`src/rtl/ultrasonic_pkg.sv`:
```
// Shared types and helpers for the HC-SR04 trigger/echo front end.
package ultrasonic_pkg;

    localparam int CYC_W = 32;

    typedef enum logic [4:0] {
        ST_IDLE      = 5'b00001,
        ST_TRIG      = 5'b00010,
        ST_WAIT_RISE = 5'b00100,
        ST_WAIT_FALL = 5'b01000,
        ST_HOLDOFF   = 5'b10000
    } state_e;

    // Product is formed in 64 bits; callers keep the result within CYC_W.
    function automatic logic [CYC_W-1:0] us_to_cyc(input int unsigned us,
                                                   input int unsigned clk_per_us);
        return CYC_W'(64'(us) * 64'(clk_per_us));
    endfunction

endpackage

```
`src/rtl/sync_2ff.sv`:
```
// Single-bit two-flop synchroniser for asynchronous pin inputs, cleared on reset.
module sync_2ff (
    input  logic i_clk,
    input  logic i_rst,
    input  logic i_d,
    output logic o_q
);

    logic r_meta;
    logic r_sync;

    always_ff @(posedge i_clk) begin
        if (i_rst) begin
            r_meta <= 1'b0;
            r_sync <= 1'b0;
        end else begin
            r_meta <= i_d;
            r_sync <= r_meta;
        end
    end

    assign o_q = r_sync;

endmodule

```
`src/rtl/ultrasonic_trig.sv`:
```
// HC-SR04 initiator: periodic TRIG pulse, synchronised ECHO width measurement,
// done/timeout strobes registered so they coincide with the echo_cycles update.
module ultrasonic_trig
    import ultrasonic_pkg::*;
#(
    parameter int unsigned CLK_PER_US = 50,
    parameter int unsigned TRIG_US    = 10,
    parameter int unsigned PERIOD_US  = 60000,
    parameter int unsigned RISE_TO_US = 1000,
    parameter int unsigned FALL_TO_US = 38000
) (
    input  logic             i_clk,
    input  logic             i_rst,
    input  logic             i_enable,
    input  logic             i_echo_in,
    output logic             o_trig,
    output logic             o_busy,
    output logic [CYC_W-1:0] o_echo_cycles,
    output logic             o_done,
    output logic             o_timeout
);

    localparam logic [CYC_W-1:0] TRIG_CYC   = us_to_cyc(TRIG_US, CLK_PER_US);
    localparam logic [CYC_W-1:0] PERIOD_CYC = us_to_cyc(PERIOD_US, CLK_PER_US);
    localparam logic [CYC_W-1:0] RISE_CYC   = us_to_cyc(RISE_TO_US, CLK_PER_US);
    localparam logic [CYC_W-1:0] FALL_CYC   = us_to_cyc(FALL_TO_US, CLK_PER_US);

    state_e           r_state;
    state_e           w_state_nxt;
    logic             w_echo_s;
    logic             w_done;
    logic             w_timeout;
    logic [CYC_W-1:0] r_cnt;
    logic [CYC_W-1:0] r_per;
    logic [CYC_W-1:0] r_echo_cycles;
    logic             r_done;
    logic             r_timeout;

    sync_2ff u_echo_sync (
        .i_clk (i_clk),
        .i_rst (i_rst),
        .i_d   (i_echo_in),
        .o_q   (w_echo_s)
    );

    always_ff @(posedge i_clk) begin
        if (i_rst) r_state <= ST_IDLE;
        else       r_state <= w_state_nxt;
    end

    always_comb begin
        w_state_nxt = r_state;
        w_done      = 1'b0;
        w_timeout   = 1'b0;
        case (r_state)
            ST_IDLE: begin
                if (i_enable) w_state_nxt = ST_TRIG;
            end
            ST_TRIG: begin
                if (r_cnt == TRIG_CYC - 1) w_state_nxt = ST_WAIT_RISE;
            end
            ST_WAIT_RISE: begin
                // A rising edge on the last allowed cycle still counts.
                if (w_echo_s) begin
                    w_state_nxt = ST_WAIT_FALL;
                end else if (r_cnt == RISE_CYC - 1) begin
                    w_state_nxt = ST_HOLDOFF;
                    w_timeout   = 1'b1;
                end
            end
            ST_WAIT_FALL: begin
                if (!w_echo_s) begin
                    w_state_nxt = ST_HOLDOFF;
                    w_done      = 1'b1;
                end else if (r_cnt == FALL_CYC) begin
                    w_state_nxt = ST_HOLDOFF;
                    w_timeout   = 1'b1;
                end
            end
            ST_HOLDOFF: begin
                if (r_per == PERIOD_CYC - 1 && !w_echo_s)
                    w_state_nxt = i_enable ? ST_TRIG : ST_IDLE;
            end
            default: w_state_nxt = ST_IDLE;
        endcase
    end

    // r_cnt is the per-phase counter; in WAIT_FALL it holds the number of
    // echo-high cycles seen so far, so the edge cycle itself is counted as 1.
    always_ff @(posedge i_clk) begin
        if (i_rst) begin
            r_cnt         <= '0;
            r_per         <= '0;
            r_echo_cycles <= '0;
            r_done        <= 1'b0;
            r_timeout     <= 1'b0;
        end else begin
            r_done    <= w_done;
            r_timeout <= w_timeout;
            if (w_done) r_echo_cycles <= r_cnt;

            if (w_state_nxt != r_state)
                r_cnt <= (w_state_nxt == ST_WAIT_FALL) ? CYC_W'(1) : '0;
            else if (r_state inside {ST_TRIG, ST_WAIT_RISE, ST_WAIT_FALL})
                r_cnt <= r_cnt + 1'b1;

            if (w_state_nxt == ST_TRIG && r_state != ST_TRIG)
                r_per <= '0;
            else if (r_per != PERIOD_CYC - 1)
                r_per <= r_per + 1'b1;
        end
    end

    assign o_trig        = (r_state == ST_TRIG);
    assign o_busy        = (r_state != ST_IDLE);
    assign o_echo_cycles = r_echo_cycles;
    assign o_done        = r_done;
    assign o_timeout     = r_timeout;

endmodule

```
`config.mk`:
```
export PLATFORM = sky130hd
export DESIGN_NAME = ultrasonic_trig
export DESIGN_NICKNAME = d
export VERILOG_FILES = /design/src/rtl/ultrasonic_pkg.sv /design/src/rtl/sync_2ff.sv /design/src/rtl/ultrasonic_trig.sv
export SDC_FILE = /design/constraint.sdc
export NUM_CORES = 1
export LEC_CHECK = 0
export BUFFER_PORTS_ARGS = -buffer_cell sky130_fd_sc_hd__buf_2
export CAP_MARGIN = 15
export CELL_PAD_IN_SITES_DETAIL_PLACEMENT = 0
export CELL_PAD_IN_SITES_GLOBAL_PLACEMENT = 2
export CORE_ASPECT_RATIO = 0.7
export CORE_UTILIZATION = 39
export DETAILED_ROUTE_END_ITERATION = 12
export PLACE_DENSITY_LB_ADDON = 0.1
export SLEW_MARGIN = 40
export SYNTH_ARGS = -nofsm -noshare
export SYNTH_HDL_FRONTEND = slang
export SYNTH_SLANG_ARGS = --single-unit
```
`constraint.sdc`:
```
create_clock -name i_clk -period 6.2 [get_ports i_clk]
set_input_delay 0 -clock i_clk [delete_from_list [all_inputs] [get_ports i_clk]]
set_output_delay 0 -clock i_clk [all_outputs]
set_load 0.01 [all_outputs]
```
==> impl_metrics.yaml <==
routing:
  vias_per_cell: 5.271
  vias: 4064
  totalWireLength_um: 11740
  routedWlPerCell_um: 15.23
  drc: 0
  ant_nets: 0
  drt-initial-drc-count: 297
  drt-pass1-iter-count: 4
synthesis:
  synth.ff_latch_count: 105
  netlist_area_sq_um: 4865
  syn-instance-count: 587
  synth_edf_count: 0
  yosysSeqAreaShare: 0.4321
  yosys.area_share.adder: 0.007716
  synth_top_family_by_area: "simple AND/OR/NAND/NOR gates"
  ys_warn_count: 0
  synth_flop_cell: "dfxtp_1"
  synthMuxAreaShare: 0.004115
  yosys.area_share.simple: 0.3071
  synth_compound_area_frac: 0.09671
  yosys.area_share.xor_xnor: 0.1062
  synth_cell_types: 51
  syn_avg_cell_area_sq_um: 8.287
  synth_nets: 594
  synthArstFlopShare: 0
global_routing:
  antenna_found_initial: 0
  grt_pass1_vias: 3729
  grt_first_pass_wirelength_um: 19570
  globalRoute.totalOverflow: 0
  grt_max_degree: 43
  grt_use_total: 0.1962
cells_and_area:
  seqCellArea_sq_um: 2102
  fillers: 1212
  area_delta_synth_final_pct: 12.06
  multi_input_area_sq_um: 2554
  n_antenna_cell: 0
  final_common_cell: "dfxtp_1"
  final_nets: 617
  mostFrequentLayoutCells: "dfxtp_1, nand2_1, nor2_1"
  utilization: 0.4569
  final_layout_size_suffix_gt1_frac: 0.1156
worst_setup_path:
  critPathLaunchType: "register"
  path_class: "reg -> reg"
  rr_worst_depth: 8
  critPathRequiredTime_ns: 6.42
  r2r_end: "r_cnt[14]$_SDFFE_PP0P_"
  crit_fanout: 17
  reg2reg_slack_ns: 3.47
  crit_arrival_ns: 2.96
  critPathLaunch: "r_cnt[6]$_SDFFE_PP0P_"
  endpoint_kind: "register"
  r2r_start: "r_cnt[6]$_SDFFE_PP0P_"
  crit_end: "r_cnt[14]$_SDFFE_PP0P_"
power:
  p_per_area_nw_per_um2: 239.9
  leakagePower_nw: 1.869
  p_switching_w: 0.0002908
  vdd_drop_max_mv: 0.1351
  combPwrFrac: 0.037
  pwr-share-clk: 0.440
  sw_frac_of_total: 0.2224
  power.total_w: 0.001308
  internal_power_w: 0.001017
  seqPwrFrac: 0.523
clocking:
  htreeDepth: 3
  clkTransAtPathRegs_ns: 0.07
  cts_buffers: 9
  cts_tree: "yes"
  ctsLongestPathBuffers: 2
  clk_latency_ns: 0.35
  post-cts-setup-buffers: 0
  clock-sinks: 105
  clockRootBuffer: "clkbuf_16"
min_path:
  holdCritPathClass: "in -> reg"
timing:
  hold_viol_final: 0
  rsz0062_at_grt: "no"
  timing.final.crit_period_ns: 2.735
  fin_crit_sh: 0.4411
  maxSlewHeadroom: 0.5297
  worst_pin_slew_ns: 0.7047
  fmax_ghz: 0.3657
  timing.setup.tns_ns: 0
  setup_viol: 0
  report.final.slew_viol_count: 0
  finalClockSkew_ns: 0.005844
die:
  start_util: 0.4077
  die_y_um: 95.44
  design.die.area_sq_um: 12930
  io_pins: 40
  dieWidth_um: 135.5
  coreArea_sq_um: 11930
  rows: 33
placed_design:
  gp_congestion: 0.8201
  hpwl_um: 8381
  numPortBuffers: 39
run_status:
  status: "finished clean"
flow_run:
  cap_violations: 0
power by group through the flow:
| stage | Sequential [W] | Clock, W | Combinational (W) |
|---|---|---|---|
| 3_5_place_dp | 0.000699 | 0 | 0.0000469 |
| 5_1_grt | 0.000684 | 0.000624 | 0.0000536 |
| 2_1_floorplan | 0.000695 | 0 | 0.0000434 |
| 3_3_place_gp | 0.000699 | 0 | 0.0000463 |
| 4_1_cts | 0.000683 | 0.000594 | 0.0000482 |
| 6_report | 0.000684 | 0.000576 | 0.0000479 |
cell type report:
type                    instances  area share
clock buffers                  11     0.04453
repair buffers                 46     0.04682
multi-input cells             435      0.4684
flip-flops and latches        105      0.3856
inverters                      13    0.008951
well taps                     157     0.03603
clock inverters                 4    0.009640
state kept, by name, indices dropped and copies added, names as in the netlist:
signal,cells
r_cnt,32
r_per,32
o_done,1
u_echo_sync.r_meta,1
o_echo_cycles,32
o_timeout,1
r_state,5
u_echo_sync.o_q,1
worst max-delay path: stages, from the launching register on:
cell and delay, ns:
dfxtp_1 0.42, or3b_2 0.48, nor4_1 0.33, and4_1 0.33
o22ai_1 0.12, a32oi_2 0.32, buf_4 0.26, buf_4 0.26
nor3_1 0.09
routing by layer:
| layer | vias to the layer above | part of all wire | track usage |
|---|---|---|---|
| li1 | 2073 | - | - |
| met1 | 1917 | 0.59 | 0.3113 |
| met2 | 64 | 0.36 | 0.2556 |
| met3 | 10 | 0.038 | 0.04147 |
| met4 | 0 | 0.0099 | 0.05337 |
| met5 | - | 0 | 0 |
how the worst min path moves through the flow:
| stage | depth (start not counted) | slack (ns) | from | end |
|---|---|---|---|---|
| floorplan | 1 | 0.11 | i_enable | r_state[0]$_SDFF_PP1_ |
| global placement | 2 | 0.21 | i_echo_in | u_echo_sync.r_meta$_SDFF_PP0_ |
| detailed placement | 2 | 0.23 | i_echo_in | u_echo_sync.r_meta$_SDFF_PP0_ |
| CTS | 2 | 0.26 | i_rst | o_done$_SDFF_PP0_ |
| global route | 2 | 0.14 | i_rst | o_echo_cycles[3]$_SDFFE_PP0P_ |
| finish | 2 | 0.11 | i_rst | o_done$_SDFF_PP0_ |
through the flow:
step / instance area [sq um] / setup slack [ns] / hold WS [ns] / cells
global placement: 5114 / 3.302 / 0.2141 / 753
finish: 5451 / 3.465 / 0.1075 / 771
detailed placement: 5126 / 3.283 / 0.2270 / 753
global route: 5451 / 3.236 / 0.1394 / 771
floorplan: 4865 / 4.070 / 0.1109 / 587
CTS: 5441 / 3.271 / 0.2562 / 770
what timing repair did:
action,in CTS,in global routing
resized for setup,0,0
hold buffers,2,0
hold endpoints to repair,3,0
synthesized netlist by cell type (2+ instances only):
master     count  share of area
dfxtp_1      105           0.43
clkbuf_1      22          0.017
xor2_1        30          0.054
a31oi_1        2         0.0026
o211ai_1       3         0.0046
nand4_1       19          0.024
nand2_1       92          0.071
and3_1        12          0.015
nor4b_1        2         0.0036
a21o_1         3         0.0046
xnor2_1       29          0.052
o22ai_1        2         0.0026
a211oi_1       2         0.0031
and2_1         8          0.010
nor2b_1        5         0.0064
mux2i_1        2         0.0041
o21ai_0        6         0.0062
nand2b_1       3         0.0039
inv_1         13          0.010
o2111ai_1      2         0.0036
nor3_1        46          0.047
nor4_1        13          0.017
and4_1        10          0.018
nor2_1        55          0.042
a21oi_1       39          0.040
buf_4          3         0.0046
buf_6          4         0.0093
buf_2          5         0.0051
ha_1           3         0.0077
nand3b_1       2         0.0031
or3_1          4         0.0051
nand3_1       22          0.023
cell families after synthesis:
group / count (synthesis)
flip-flops: 105
AND/OR/NAND/NOR: 300
adder cells (fa/ha/maj): 3
buffers and inverters: 47
XOR/XNOR: 59
multiplexers: 2
AO/OA/AOI/OAI: 71
(Power assumes the default switching activity.)
